**src/rtl/pc_sequencer_if.sv**
```systemverilog
// Fetch-path bundle between the PC sequencer and its next-PC mux environment.
// The sequencer drives the four mux candidates and the select code.
// The environment returns the selected value on mux_y, alongside the control inputs.
interface pc_sequencer_if;
  logic       en;
  logic [1:0] op;
  logic [4:0] target;
  logic       clr_fault;
  logic [1:0] mux_sel;
  logic [4:0] mux_a;
  logic [4:0] mux_b;
  logic [4:0] mux_c;
  logic [4:0] mux_d;
  logic [4:0] mux_y;
  logic [4:0] pc;
  logic       pc_valid;
  logic [2:0] depth;
  logic [1:0] fault;

  modport slave (
    input  en, op, target, clr_fault, mux_y,
    output mux_sel, mux_a, mux_b, mux_c, mux_d, pc, pc_valid, depth, fault
  );

  modport master (
    output en, op, target, clr_fault, mux_y,
    input  mux_sel, mux_a, mux_b, mux_c, mux_d, pc, pc_valid, depth, fault
  );
endinterface

```
**src/rtl/pc_sequencer.sv**
```systemverilog
// Program-counter sequencer: builds the next-PC candidates and holds the current PC.
// It also keeps a 4-entry return-address stack and guards fetch against stack faults.
//
// state    | meaning
// ---------+-----------------------------------------------------------
// ST_BOOT  | one cycle after reset; pc held at 0, inputs ignored
// ST_RUN   | normal fetch; pc_valid=1, ops applied when en=1
// ST_FAULT | stack over/underflow seen; everything held until clr_fault
module pc_sequencer #(
  parameter int DEPTH = 4
) (
  input  logic               clk,
  input  logic               rst_n,
  pc_sequencer_if.slave      bus
);

  typedef enum logic [1:0] {
    ST_BOOT  = 2'd0,
    ST_RUN   = 2'd1,
    ST_FAULT = 2'd2
  } state_t;

  localparam logic [1:0] OP_SEQ  = 2'd0;
  localparam logic [1:0] OP_JUMP = 2'd1;
  localparam logic [1:0] OP_CALL = 2'd2;
  localparam logic [1:0] OP_RET  = 2'd3;

  localparam logic [2:0] DEPTH_FULL = 3'(DEPTH);

  state_t     state_q, state_d;
  logic [4:0] pc_q;
  logic [2:0] depth_q;
  logic [1:0] fault_q;
  logic [4:0] stack_q [DEPTH];

  logic       pc_upd;
  logic       push;
  logic       pop;
  logic       set_ovf;
  logic       set_unf;
  logic       clr;
  logic [1:0] top_idx;
  logic [4:0] pc_inc;

  // Top-of-stack index; at depth 4 the low bits wrap to 0, so minus one lands on entry 3.
  assign top_idx = depth_q[1:0] - 2'd1;
  assign pc_inc  = pc_q + 5'd1;

  // Mux candidates are driven in every state; the select code simply follows op.
  assign bus.mux_sel  = bus.op;
  assign bus.mux_a    = pc_inc;
  assign bus.mux_b    = bus.target;
  assign bus.mux_c    = bus.target;
  assign bus.mux_d    = (depth_q == 3'd0) ? 5'd0 : stack_q[top_idx];
  assign bus.pc       = pc_q;
  assign bus.pc_valid = (state_q == ST_RUN);
  assign bus.depth    = depth_q;
  assign bus.fault    = fault_q;

  // State register.
  always_ff @(posedge clk or negedge rst_n) begin
    if (!rst_n) state_q <= ST_BOOT;
    else        state_q <= state_d;
  end

  // Next state and datapath strobes; fault checks apply only while advancing in RUN.
  always_comb begin
    state_d = state_q;
    pc_upd  = 1'b0;
    push    = 1'b0;
    pop     = 1'b0;
    set_ovf = 1'b0;
    set_unf = 1'b0;
    clr     = 1'b0;
    case (state_q)
      ST_BOOT: state_d = ST_RUN;
      ST_RUN: begin
        if (bus.en) begin
          case (bus.op)
            OP_CALL: begin
              if (depth_q == DEPTH_FULL) begin
                set_ovf = 1'b1;
                state_d = ST_FAULT;
              end else begin
                pc_upd = 1'b1;
                push   = 1'b1;
              end
            end
            OP_RET: begin
              if (depth_q == 3'd0) begin
                set_unf = 1'b1;
                state_d = ST_FAULT;
              end else begin
                pc_upd = 1'b1;
                pop    = 1'b1;
              end
            end
            OP_SEQ, OP_JUMP: pc_upd = 1'b1;
            default: pc_upd = 1'b0;
          endcase
        end
      end
      ST_FAULT: begin
        if (bus.clr_fault) begin
          clr     = 1'b1;
          state_d = ST_RUN;
        end
      end
      default: state_d = ST_BOOT;
    endcase
  end

  // PC, depth and sticky fault flags.
  always_ff @(posedge clk or negedge rst_n) begin
    if (!rst_n) begin
      pc_q    <= 5'd0;
      depth_q <= 3'd0;
      fault_q <= 2'b00;
    end else begin
      if (pc_upd) pc_q <= bus.mux_y;
      if (push)     depth_q <= depth_q + 3'd1;
      else if (pop) depth_q <= depth_q - 3'd1;
      if (clr) fault_q <= 2'b00;
      else     fault_q <= fault_q | {set_unf, set_ovf};
    end
  end

  // Return-address stack; a pop only moves depth, so stale entries stay below the top.
  always_ff @(posedge clk or negedge rst_n) begin
    if (!rst_n) begin
      for (int i = 0; i < DEPTH; i++) stack_q[i] <= 5'd0;
    end else if (push) begin
      stack_q[depth_q[1:0]] <= pc_inc;
    end
  end

endmodule

```
**src/flat_wrapper.sv**
```systemverilog
// flat-port wrapper written by rule: the top's interface ports become plain ports
module pc_sequencer_flat 
#(
  parameter int DEPTH = 4
)
  (clk, rst_n, bus_en, bus_op, bus_target, bus_clr_fault, bus_mux_y, bus_mux_sel, bus_mux_a, bus_mux_b, bus_mux_c, bus_mux_d, bus_pc, bus_pc_valid, bus_depth, bus_fault);
  pc_sequencer_if bus_i ();
  input  logic clk;
  input  logic rst_n;
  input wire logic [$bits(bus_i.en)-1:0] bus_en;
  input wire logic [$bits(bus_i.op)-1:0] bus_op;
  input wire logic [$bits(bus_i.target)-1:0] bus_target;
  input wire logic [$bits(bus_i.clr_fault)-1:0] bus_clr_fault;
  input wire logic [$bits(bus_i.mux_y)-1:0] bus_mux_y;
  output wire logic [$bits(bus_i.mux_sel)-1:0] bus_mux_sel;
  output wire logic [$bits(bus_i.mux_a)-1:0] bus_mux_a;
  output wire logic [$bits(bus_i.mux_b)-1:0] bus_mux_b;
  output wire logic [$bits(bus_i.mux_c)-1:0] bus_mux_c;
  output wire logic [$bits(bus_i.mux_d)-1:0] bus_mux_d;
  output wire logic [$bits(bus_i.pc)-1:0] bus_pc;
  output wire logic [$bits(bus_i.pc_valid)-1:0] bus_pc_valid;
  output wire logic [$bits(bus_i.depth)-1:0] bus_depth;
  output wire logic [$bits(bus_i.fault)-1:0] bus_fault;
  assign bus_i.en = bus_en;
  assign bus_i.op = bus_op;
  assign bus_i.target = bus_target;
  assign bus_i.clr_fault = bus_clr_fault;
  assign bus_i.mux_y = bus_mux_y;
  assign bus_mux_sel = bus_i.mux_sel;
  assign bus_mux_a = bus_i.mux_a;
  assign bus_mux_b = bus_i.mux_b;
  assign bus_mux_c = bus_i.mux_c;
  assign bus_mux_d = bus_i.mux_d;
  assign bus_pc = bus_i.pc;
  assign bus_pc_valid = bus_i.pc_valid;
  assign bus_depth = bus_i.depth;
  assign bus_fault = bus_i.fault;
  pc_sequencer #(.DEPTH(DEPTH)) u_core (.clk(clk), .rst_n(rst_n), .bus(bus_i));
endmodule
```
**config.mk**
```make
export PLATFORM = sky130hd
export DESIGN_NAME = pc_sequencer_flat
export DESIGN_NICKNAME = d
export VERILOG_FILES = /design/src/rtl/pc_sequencer_if.sv /design/src/rtl/pc_sequencer.sv /design/src/flat_wrapper.sv
export SDC_FILE = /design/constraint.sdc
export NUM_CORES = 1
export LEC_CHECK = 0
export ABC_CLOCK_PERIOD_IN_PS = 6500
export BUFFER_PORTS_ARGS = -buffer_cell sky130_fd_sc_hd__buf_2
export CORE_MARGIN = 2
export CORE_UTILIZATION = 50
export CTS_BUF_LIST = sky130_fd_sc_hd__clkbuf_8
export DETAILED_ROUTE_END_ITERATION = 10
export PLACE_DENSITY = 0.77
export SKIP_CTS_REPAIR_TIMING = 1
export SLEW_MARGIN = 20
export SYNTH_ARGS = -nofsm -noshare
export SYNTH_HDL_FRONTEND = slang
export SYNTH_SLANG_ARGS = --single-unit
```
**constraint.sdc**
```tcl
create_clock -name clk -period 6.5 [get_ports clk]
set_input_delay 1.3 -clock clk [delete_from_list [all_inputs] [get_ports clk]]
set_output_delay 1.3 -clock clk [all_outputs]
set_load 0.02 [all_outputs]
```
# Word level (Yosys, flattened, before mapping)

Index checks and enable logic that the tools add are counted.

Register bits after elaboration: 32
Latch bits: 0
RAM bits: 0
Bits in read-only memories: 0
Output and inout port bits: 33
Memories kept: 0

$add $sub $neg: 4
$mul: 0
Divide/modulo/power cells: 0
$lt $le $gt $ge: 3
Equal/unequal tests: 11
Shift-type cells: 0
Muxes and demuxes: 37
Bitwise logic cells: 3
Reductions and logical operators: 7

Operator list:

| cell                                                                          | count |
|---|---|
| 20-bit bitwise mux                                                            | 1 |
| 1-bit two-way mux                                                             | 20 |
| 5-bit two-way mux                                                             | 4 |
| 5-bit binary-select mux with 2-bit select                                     | 1 |
| 5-bit demux with 2-bit select                                                 | 1 |
| 2-bit two-way mux                                                             | 5 |
| 2-bit == test (second input constant)                                         | 3 |
| 3-bit >= comparator (second input constant)                                   | 2 |
| 3-bit two-way mux                                                             | 2 |
| 3-bit by 2-bit inequality test with 1-bit output (second input constant)      | 2 |
| 2-bit inverter with 3-bit output                                              | 2 |
| 2-bit one-hot mux with 3 select lines                                         | 1 |
| 5-bit by 1-bit adder with 5-bit output (second input constant)                | 1 |
| 5-bit AND reduction                                                           | 1 |
| 2-bit by 1-bit == test with 1-bit output (second input constant)              | 2 |
| 2-bit zero test                                                               | 2 |
| 2-bit inequality test (second input constant)                                 | 2 |
| 2-bit one-hot mux with 2 select lines                                         | 1 |
| 3-bit by 1-bit adder with 3-bit output (second input constant)                | 1 |
| 3-bit == test (second input constant)                                         | 1 |
| 3-bit zero test                                                               | 1 |
| 3-bit by 1-bit less-than comparator with 1-bit output (second input constant) | 1 |
| 3-bit by 1-bit inequality test with 1-bit output (second input constant)      | 1 |
| 1-bit one-hot mux with 3 select lines                                         | 1 |
| other kinds (6)                                                               | 6 |

# Logic depth before layout (Yosys ltp)

Gate-level depths: netlist of run 1.

Depth after elaboration: 7
Depth in mapped cells: 9
Depth with buffers taken out: 8

# Least setup slack after synthesis of run 1

OpenSTA, ideal clock, no wires.

Path kind: register -> output
Start point: reg u_core.depth_q[0], in the netlist u_core.bus.depth[0]
End point: out bus_mux_d[0]
Arrival: 1787 ps
Data required time: 5200 ps
Path slack: 3413 ps
Cell stages (with the launch flop): 6
Buffers on the path: 1
Cell sequence: dfrtp_1 buf_2 inv_1 ha_1 mux4_2 nor2b_1

Longest elaborated chain between the ends: 6
Elaborated cells on any way between the ends: 7
Classes of those cells: 1 x add/sub; 4 x mux; 1 x bitwise; 1 x reduce/logical

RTL lines:

| item                                                   | line                | text |
|---|---|---|
| start, declared                                        | pc_sequencer.sv:32  | `logic [2:0] depth_q;` |
| start signal, assigned                                 | pc_sequencer.sv:121 | `if (push) depth_q <= depth_q + 3'd1;` |
| start signal, assigned                                 | pc_sequencer.sv:122 | `else if (pop) depth_q <= depth_q - 3'd1;` |
| 2-bit by 1-bit subtractor with 2-bit output            | pc_sequencer.sv:46  | `assign top_idx = depth_q[1:0] - 2'd1;` |
| via u_core.top_idx[0]                                  | pc_sequencer.sv:42  | `logic [1:0] top_idx;` |
| 2-bit inverter with 3-bit output (not written as such) | pc_sequencer.sv:54  | `assign bus.mux_d = (depth_q == 3'd0) ? 5'd0 : stack_q[top_idx];` |
| 5-bit binary-select mux with 2-bit select              | pc_sequencer.sv:54  |  |
| 5-bit two-way mux (not written as such) (2 in a row)   | pc_sequencer.sv:54  |  |
| 5-bit two-way mux                                      | pc_sequencer.sv:54  |  |
| end, declared                                          | flat_wrapper.sv:19  | `output wire logic [$bits(bus_i.mux_d)-1:0] bus_mux_d;` |

The timed path passes the listed nets, and every way through them passes these cells. The select of a mux whose other input is x is not followed.

# Worst setup path after layout of run 1

Start point: reg u_core.depth_q[0], in the netlist u_core.bus.depth[0]
End point: out bus_mux_d[1]

The elaborated chain is that of the path after synthesis.

==> results of run 1 <==
-- through the flow --
| step | utilization [%] | instances | setup WS (ns) | instance area [um^2] | total power, W |
|---|---|---|---|---|---|
| 2_1_floorplan | - | 133 | 3.41 | 1820 | 0.000761 |
| 3_3_place_gp | 56.2 | 196 | 3.32 | 1920 | 0.000875 |
| 3_5_place_dp | 56.2 | 196 | 3.25 | 1920 | 0.000901 |
| 4_1_cts | 59.5 | 204 | 2.96 | 2030 | 0.00109 |
| 5_1_grt | 59.5 | 204 | 2.84 | 2030 | 0.00115 |
| 6_report | 59.5 | 204 | 2.97 | 2030 | 0.00108 |
-- area by class of cell --
| type | instances | area [um^2] |
|---|---|---|
| fill | 285 | 1380 |
| multi-input combinational | 79 | 875 |
| sequential | 32 | 801 |
| timing repair buffer | 33 | 165 |
| clock buffer | 5 | 68.8 |
| tap | 46 | 57.6 |
| clock inverter | 3 | 42.5 |
| inverter | 6 | 22.5 |
-- layer usage --
layer / vias to the layer above / GRT usage [%] / part of all wire, %
li1: 512 / - / -
met1: 542 / 24.0 / 44
met2: 30 / 28.9 / 49
met3: 4 / 5.28 / 6.3
met4: 0 / 5.32 / 0.65
met5: - / 0 / 0
-- cells in the final DEF (no fill, tap or decap) --
cell type,synthesis,layout
mux2_4,5,5
and4b_1,1,1
and3_1,2,2
and2b_1,1,1
fa_1,1,1
nand4b_4,1,1
nor4b_1,1,1
and2_4,1,1
xor2_2,1,1
xnor2_1,3,3
dfrtp_1,32,32
o32ai_1,1,1
nor2b_1,5,5
clkinv_2,0,1
mux2_2,21,21
nor3b_1,1,1
clkbuf_8,0,5
or3_2,1,1
nand3_1,4,4
o21a_1,1,1
nand2b_1,1,1
a31oi_1,3,3
inv_1,6,6
ha_1,5,5
nor2_1,1,1
mux4_2,5,5
a311o_4,1,1
nand2_1,3,3
clkinvlp_4,0,1
xor2_1,1,1
bufinv_16,0,1
o21ai_0,2,2
nor4b_4,3,3
a21oi_1,1,1
and3_2,1,1
buf_2,2,33
o22a_1,1,1
-- sequential cells by signal, indices dropped and copies added, names as in the netlist --
| name | flops |
|---|---|
| u_core.bus.fault | 2 |
| u_core.bus.pc | 5 |
| u_core.state_q | 2 |
| u_core.bus.depth | 3 |
| u_core.stack_q | 20 |
-- synthesized netlist by cell type, drive strengths merged, types with 2 or more instances --
library cell  count  area [um^2]
mux4              5          113
buf              16          119
nand2             3         11.3
xnor2             3         26.3
nor2b             5         31.3
ha                5         62.6
xor2              2         25.0
dfrtp            32          801
nand3             4         20.0
mux2             26          312
a31oi             3         18.8
inv               6         22.5
and3              3         20.0
nor4b             4         80.1
o21ai             2         10.0
-- power breakdown --
part           internal (W)  leakage (nW)  switching, W
clock network      0.000113        0.0541     0.0000730
registers          0.000283         0.393     0.0000762
logic              0.000256         0.524      0.000277
-- final timing paths --
kind | startpoint | to | slack [ns] | cells after the start
setup / recovery | u_core.bus.depth[0] | bus_mux_d[1] | 2.97 | 5
hold / removal | u_core.bus.fault[0] | u_core.bus.fault[0] | 0.49 | 1
setup reg to reg | u_core.bus.depth[0] | u_core.bus.depth[2] | 3.66 | 8
hold reg to reg | u_core.bus.fault[0] | u_core.bus.fault[0] | 0.49 | 1
max in group asynchronous | rst_n | u_core.stack_q[14] | 4.97 | 1
min in group asynchronous | rst_n | u_core.bus.depth[2] | 1.06 | 1
-- kinds of logic (layout without fill, tap and decap cells) --
family          after synthesis  count (layout)  synth area share, %
buf+inv                      22              47                 7.78
compound gates               10              10                 4.34
mux                          31              31                 23.3
fa+ha+maj                     6               6                 4.55
flops                        32              32                 44.1
xor+xnor                      5               5                 2.82
simple gates                 27              27                 13.1
==> out/results.ini, run 1 <==
[routing]
drtIter0Drc=21
routed-via-count=1088
avgViaCountPerCell=5.33
ant_nets=0
drtPass1Iterations=4
totalWireLength_mm=3.25
wl_per_cell_um=15.9
post-route-drc-count=0

[sta]
fmax_ghz=0.283
hold_viol_final=0
rsz0062_at_grt=no
fin_setup_tns_ns=0
clock-skew-final_ns=0.0127
fin_crit_ns=3.53
fin_crit_sh_pct=54.3
drv_slew=0
slew_headroom_pct=52.8
worstMarginPinSlew_ns=0.708
hold_slack_ns=0.486
finalSetupViolations=0

[yosys]
yosysWarnings=0
syn_nets=155
synth.avg_cell_area_um2=13.7
synth_flop_cell=dfrtp_1
synthArstFlopShare_pct=100
yosysUniqueCellTypes=35
synth_seq_cells=32
synth-edff-count=0
synth_seq_area_share_pct=44.1
synthCells=133
synth_area_um2=1820

[placement]
io_buffers=33
gp_congestion=0.707
dp_hpwl_mm=2.43

[final_layout]
drive_above_1_share_pct=51.3
fin_nets=179
area_delta_synth_final_pct=11.8
diodes=0

[cts]
cts_tree=yes
cts_sinks=32
clockBufferDepth=2
htree_levels=2
cts_made_buffers=5
clock_latency_ns=0.28
cts_root_buf=clkbuf_8
cts.clk_slew.worst_paths_ns=0.08

[critical_path]
critPathRequiredTime_ns=5.20
cp_slowest_cell=dfrtp_1
crit_buf_inv=2
setup.worst_path.end_class=output port
path_class=reg2out
critPathLaunchType=flop
crit_arrival_ns=2.23
path_cells=inv_1 > ha_1 > mux4_2 > nor2b_1 > buf_2
crit_fanout=10
cpPeakStageDelay_ns=0.67
path_delay_family=flip-flops

[grt]
grt_remaining_overflow=0
grt_pass1_wl_mm=5.68
first_global_vias=1120
grt_max_degree=33
antenna_found_initial=0
grt_util_all_layers_pct=18.1

[floorplan]
initial_core_util_pct=53.2
die-area_um2=4130
num_rows=21
die_w_um=64.3
fp.dieH_um=64.3
pin_count=49
core-area_um2=3420

[status]
outcome=completed

[power]
leakage_nw=0.971
power-per-cell-area_nw_per_um2=531
ir_drop_uv=327

[flow_run]
maxCapViolations=0

[hold_path]
hold_class=reg2reg

No activity file was read; power rests on OpenSTA's default activity.
==> inputs of run 2 (changes only) <==
ABC_CLOCK_PERIOD_IN_PS = 3000   (was 6500)
CORE_UTILIZATION = 49   (was 50)
PLACE_DENSITY = 0.78   (was 0.77)
clock period = 3 ns   (was 6.5 ns; I/O delays follow)
==> run 2 against run 1 <==
  * Sequential share of layout area is 0.48 points lower
  * Register-to-register slack worse by 3.2 ns
  * Largest cell class unchanged
  * Clock power is 140% higher
  * Wire length is 4.6% higher
  * Non-clock buffer count is 1 higher
  * Global-route usage is 0.81 points higher
  * Power is 120% higher
  * Count of clock-buffer cells in the layout is 2 higher
==> out/results.ini, run 2 (synthesis results as in run 1) <==
[cts]
cts.clk_slew.worst_paths_ns=0.07  ; about the same
cts_tree=yes
htree_levels=2  ; unchanged
clock_latency_ns=0.28  ; about the same
clockBufferDepth=2  ; unchanged
cts_root_buf=clkbuf_8
cts_sinks=32  ; unchanged
cts_made_buffers=5  ; unchanged

[final_layout]
regMostFlops=u_core.stack_q
area_delta_synth_final_pct=13.2
final_cell_mix=buf_2, dfrtp_1, mux2_2
fillers=293  ; +2.8%
drive_above_1_share_pct=51.6  ; +0.31 points
layout_commonest_cell=buf_2
final_area_um2=2060  ; +1.2%
diodes=0  ; unchanged
largest_reg_flops=20  ; unchanged
fin_nets=180  ; +0.56%

[critical_path]
critPathRequiredTime_ns=2.40  ; -2.80 ns
path_delay_family=flip-flops
cpPeakStageDelay_ns=0.46  ; -0.21 ns
setup.worst_path.end_class=output port
critPathLaunchType=flop
cp_slowest_cell=dfrtp_1
path_cells=inv_1 > ha_1 > mux4_2 > nor2b_1 > buf_2
crit_fanout=6  ; -4
crit_buf_inv=2  ; unchanged
crit_arrival_ns=1.96  ; -0.27 ns
path_class=reg2out
reg2reg_setup_slack_ns=0.49  ; -3.17 ns

[grt]
use_met1_pct=22.0  ; -2.0 points
grt_pass1_wl_mm=5.82  ; +2.4%
antenna_found_initial=0  ; unchanged
grt_max_degree=33  ; unchanged
grt_util_all_layers_pct=18.9  ; +0.81 points
grt_use_met2_pct=32.9  ; +4.0 points
first_global_vias=1189  ; +6.2%
grt_remaining_overflow=0  ; unchanged
grt_use_met3_pct=5.90  ; +0.62 points
grt_busiest_layer=met2

[hold_path]
hold_class=in2async

[placement]
gp_congestion=0.791  ; +12%
placed_area_um2=1930  ; +0.52%
io_buffers=33  ; unchanged
dp_hpwl_mm=2.46  ; +1.1%

[sta]
hold_viol_final=0  ; unchanged
slew_headroom_pct=54.3  ; +1.4 points
hold_slack_ns=0.349  ; -0.137 ns
finalSetupViolations=0  ; unchanged
clock-skew-final_ns=0.00308  ; -0.00966 ns
fmax_ghz=0.390
drv_slew=0  ; unchanged
fin_crit_sh_pct=85.4
fin_crit_ns=2.56
worstMarginPinSlew_ns=0.686  ; -0.0215 ns
fin_setup_tns_ns=0  ; unchanged
rsz0062_at_grt=no

[power]
leakage_nw=0.986  ; +1.6%
ir_drop_uv=589  ; +80%
p_total_w=0.00241  ; +120%
power-per-cell-area_nw_per_um2=1170  ; +120%

[routing]
wl_per_cell_um=16.4  ; +3.0%
ant_nets=0  ; unchanged
totalWireLength_mm=3.40  ; +4.6%
post-route-drc-count=0  ; unchanged
drtIter0Drc=24  ; +14%
drtPass1Iterations=4  ; unchanged
avgViaCountPerCell=5.30  ; -0.63%
routed-via-count=1097  ; +0.83%

[floorplan]
die_w_um=64.9  ; +0.95%
die-area_um2=4210  ; +1.9%
initial_core_util_pct=50.4  ; -2.8 points
num_rows=22  ; +4.8%
pin_count=49  ; unchanged
core-area_um2=3610  ; +5.6%
fp.dieH_um=64.9  ; +0.95%

[status]
outcome=completed

[flow_run]
maxCapViolations=0  ; unchanged

[run 2: cell count changes in the layout (fill, tap and decap cells not counted)]
cell and change:
clkinvlp_4 -1, clkbuf_8 +2, buf_4 +1, clkinv_2 -1
[run 2: power by group]
group / total, W / switching (W) / internal [W]
Combinational: 0.00121 / 0.000644 / 0.000567
Sequential: 0.000750 / 0.000136 / 0.000614
Clock: 0.000453 / 0.000160 / 0.000293
[run 2: layout make-up]
cell class | instances | area, um^2 | area share [%]
clock buffer | 7 | 96.3 | 4.68
clock inverter | 1 | 30.0 | 1.46
inverter | 6 | 22.5 | 1.09
multi-input combinational | 79 | 875 | 42.5
sequential | 32 | 801 | 38.9
tap | 48 | 60.1 | 2.92
timing repair buffer | 34 | 173 | 8.39
[run 2: path summary, 6_finish.rpt]
path                                     start                   to  cells after the start
setup / recovery           u_core.bus.depth[1]         bus_mux_d[4]                      5
hold / removal                           rst_n  u_core.bus.fault[1]                      1
setup reg to reg           u_core.bus.depth[1]  u_core.bus.depth[2]                      8
hold reg to reg            u_core.bus.fault[0]  u_core.bus.fault[0]                      1
max in group asynchronous                rst_n   u_core.stack_q[13]                      1
min in group clk           u_core.bus.fault[0]  u_core.bus.fault[0]                      1
[run 2: metrics by stage]
stage | worst slack, ns | util (%) | std cells
finish | 0.437 | 57.0 | 207
global route | 0.323 | 57.0 | 207
CTS | 0.409 | 57.0 | 207
detailed placement | 0.473 | 53.5 | 199
global placement | 0.606 | 53.5 | 199
floorplan | 0.297 | - | 133
[run 2: worst reg2reg max path, stage by stage (launching register included)]
cell     delay [ns]
dfrtp_1        0.46
inv_1          0.11
ha_1           0.29
and2_4         0.23
or3_2          0.43
fa_1           0.43
and3_2         0.23
a31oi_1        0.13
nand3_1        0.09
[run 2: routing by layer]
layer	vias to the layer above	part of all wire, %
met5	-	0
met4	0	1.0
met3	4	4.6
met2	31	51
met1	546	43
li1	516	-
==> inputs of run 3 (changes only) <==
ABC_AREA = 1   (was unset)
PLACE_DENSITY = 0.79   (was 0.78)
==> run 3 against run 2 <==
  * Combinational power up 7%
  * Clock power fell by 12%
  * Flip-flop and latch count stayed put
  * Setup slack got worse by 0.091 ns
  * Register-to-register slack improved by 0.18 ns
  * Critical path depth rose by 2
  * Global-route usage rose by 0.44 points
  * Sequential share of layout area grew 1.0 points
  * Largest cell class is now sequential cells
  * Highest routed layer unchanged
==> out/results.ini, run 3 <==
[sta]
fin_crit_sh_pct=88.5  ; +3.0 points
fmax_ghz=0.377  ; -3.4%
hold_viol_final=0  ; unchanged
slew_headroom_pct=54.1  ; -0.17 points
rsz0062_at_grt=no
clock-skew-final_ns=0.00589  ; +0.00281 ns
fin_crit_ns=2.65  ; +0.0908 ns
fin_setup_tns_ns=0  ; unchanged
worstMarginPinSlew_ns=0.689  ; +0.00258 ns
finalSetupViolations=0  ; unchanged
drv_slew=0  ; unchanged

[critical_path]
critPathLaunchType=flop
setup.worst_path.end_class=output port
path_class=reg2out
critPathRequiredTime_ns=2.40  ; about the same
crit_arrival_ns=2.05  ; +0.09 ns
critPathLaunch=u_core.bus.depth[0]
crit_fanout=15  ; +9
reg2reg_from=u_core.bus.depth[0]

[cts]
clock_latency_ns=0.28  ; about the same
clockBufferDepth=2  ; unchanged
htree_levels=2  ; unchanged
cts_made_buffers=5  ; unchanged
cts_root_buf=clkbuf_8
cts_tree=yes
cts.clk_slew.worst_paths_ns=0.06  ; about the same
cts_sinks=32  ; unchanged

[floorplan]
fp.dieH_um=64.0  ; -1.4%
num_rows=21  ; -4.5%
initial_core_util_pct=52.0  ; +1.6 points
die-area_um2=4090  ; -2.8%
pin_count=49  ; unchanged
die_w_um=64.0  ; -1.4%
core-area_um2=3390  ; -6.0%

[routing]
route.met2.wl_mm=1.42  ; -19%
wl_met3_um=210  ; +35%
drt-met1-wl_mm=1.58  ; +7.9%
top_layer_used=met4
wl_per_cell_um=11.3  ; -31%
post-route-drc-count=0  ; unchanged
drtPass1Iterations=4  ; unchanged
drtIter0Drc=39  ; +63%
routed-via-count=1394  ; +27%
ant_nets=0  ; unchanged
totalWireLength_mm=3.28  ; -3.6%
avgViaCountPerCell=4.82  ; -9.0%

[power]
p_switching_w=0.00116  ; +23%
power-per-cell-area_nw_per_um2=1230  ; +5.0%
p_int_w=0.00131  ; -11%
p_clk_share_pct=16.1  ; -2.7 points
seqPwrFrac_pct=31.5  ; +0.4 points
leakage_nw=1.13  ; +15%
swShare_pct=47.0  ; +8.1 points
comb_power_share_pct=52.4  ; +2.2 points
ir_drop_uv=578  ; -1.8%

[yosys]
yosysMostFrequentCell=nand2_1
yosysUniqueCellTypes=25  ; -29%
synth_flop_cell=dfrtp_1
synthTopCellsByArea=dfrtp_1, nand2_1, buf_4
synthCells=215  ; +62%
synth_seq_cells=32  ; unchanged
yosys.area.top_type=dfrtp_1
yosysWarnings=0  ; unchanged
synthArstFlopShare_pct=100  ; unchanged
synth_common_cells=nand2_1, dfrtp_1, nor2_1
synth_seq_area_share_pct=45.4  ; +1.3 points
yosysTopAreaCellShare_pct=45.4  ; +1.3 points
synth.avg_cell_area_um2=8.20  ; -40%
syn_nets=237  ; +53%
synth-edff-count=0  ; unchanged
synth_area_um2=1760  ; -3.0%

[final_layout]
area_delta_synth_final_pct=13.6
layout_commonest_cell=nand2_1
fin_nets=264  ; +47%
regMostFlops=u_core.stack_q
drive_above_1_share_pct=23.9  ; -28 points
final_area_um2=2000  ; -2.6%
largest_reg_flops=20  ; unchanged
final_cell_mix=nand2_1, buf_2, dfrtp_1
diodes=0  ; unchanged

[placement]
dp_hpwl_mm=2.53  ; +2.7%
io_buffers=33  ; unchanged
gp_congestion=0.764  ; -3.4%
placed_area_um2=1900  ; -1.8%

[grt]
grt_max_degree=33  ; unchanged
antenna_found_initial=0  ; unchanged
grt_pass1_wl_mm=5.97  ; +2.6%
grt_remaining_overflow=0  ; unchanged
first_global_vias=1329  ; +12%
grt_util_all_layers_pct=19.3  ; +0.44 points

[status]
outcome=completed

[hold_path]
hold_class=in2async

[flow_run]
maxCapViolations=0  ; unchanged

## run 3: changes by cell type after synthesis, sizes merged, moves of 5 or more
cell	before	now
nor2b	5	0
o21ai	2	27
nand3	4	10
nand2	3	52
a21oi	1	15
nor2	1	27
mux4	5	0
mux2	26	0
inv	6	24
## run 3: through the flow
step                      hold WS (ns)  utilization [%]  cells  power [W]  setup slack (ns)
after floorplan                  0.304                -    215    0.00172             0.545
after global placement           0.460             55.9    281    0.00207             0.703
after detailed placement         0.466             55.9    281    0.00209             0.652
after CTS                        0.372             59.1    289    0.00250             0.326
after global routing             0.408             59.1    289    0.00270             0.147
final                            0.350             59.1    289    0.00247             0.346
## run 3: final cells by class
class	instances	area [um^2]
clock buffers	5	68.8
clock inverters	3	38.8
fillers	320	1390
inverters	25	98.8
multi-input cells	144	766
flip-flops and latches	32	801
well taps	46	57.6
repair buffers	34	173
## run 3: worst max-delay path, stage by stage, from the launching register on
cell and delay (ns):
dfrtp_1 0.61, inv_1 0.11, ha_1 0.38, inv_1 0.12, nor2_1 0.13, o21ai_0 0.09
a21oi_1 0.14, buf_2 0.18
## run 3: path summary, 6_finish.rpt
| check | endpoint | slack, ns | depth (start not counted) |
|---|---|---|---|
| max | bus_mux_d[4] | 0.35 | 7 |
| min | u_core.stack_q[6] | 0.35 | 1 |
| max reg2reg | u_core.bus.depth[2] | 0.67 | 13 |
| min reg2reg | u_core.state_q[0] | 0.47 | 1 |
| max in group asynchronous | u_core.stack_q[16] | 2.20 | 1 |
| min in group clk | u_core.state_q[0] | 0.47 | 1 |
## run 3: logic make-up (layout without fill, tap and decap cells)
family          after synthesis  after routing  share of synthesized area, %
fa+ha+maj                     6              6                          4.68
buf+inv                      39             67                          11.1
xor+xnor                      4              4                          1.99
compound gates               43             43                          12.3
simple gates                 91             91                          24.4
flops                        32             32                          45.4
## run 3: power by group through the flow
stage / sequential, W / clock (W) / combinational, W
CTS: 0.000779 / 0.000411 / 0.00131
floorplan: 0.000820 / 0 / 0.000899
finish: 0.000778 / 0.000398 / 0.00129
detailed placement: 0.000785 / 0 / 0.00130
global placement: 0.000780 / 0 / 0.00129
global route: 0.000812 / 0.000432 / 0.00145
## run 3: layer usage
| layer | vias to the layer above | global-route usage (%) |
|---|---|---|
| li1 | 730 | - |
| met1 | 626 | 25.7 |
| met2 | 32 | 28.6 |
| met3 | 6 | 5.63 |
| met4 | 0 | 9.78 |
| met5 | - | 0 |
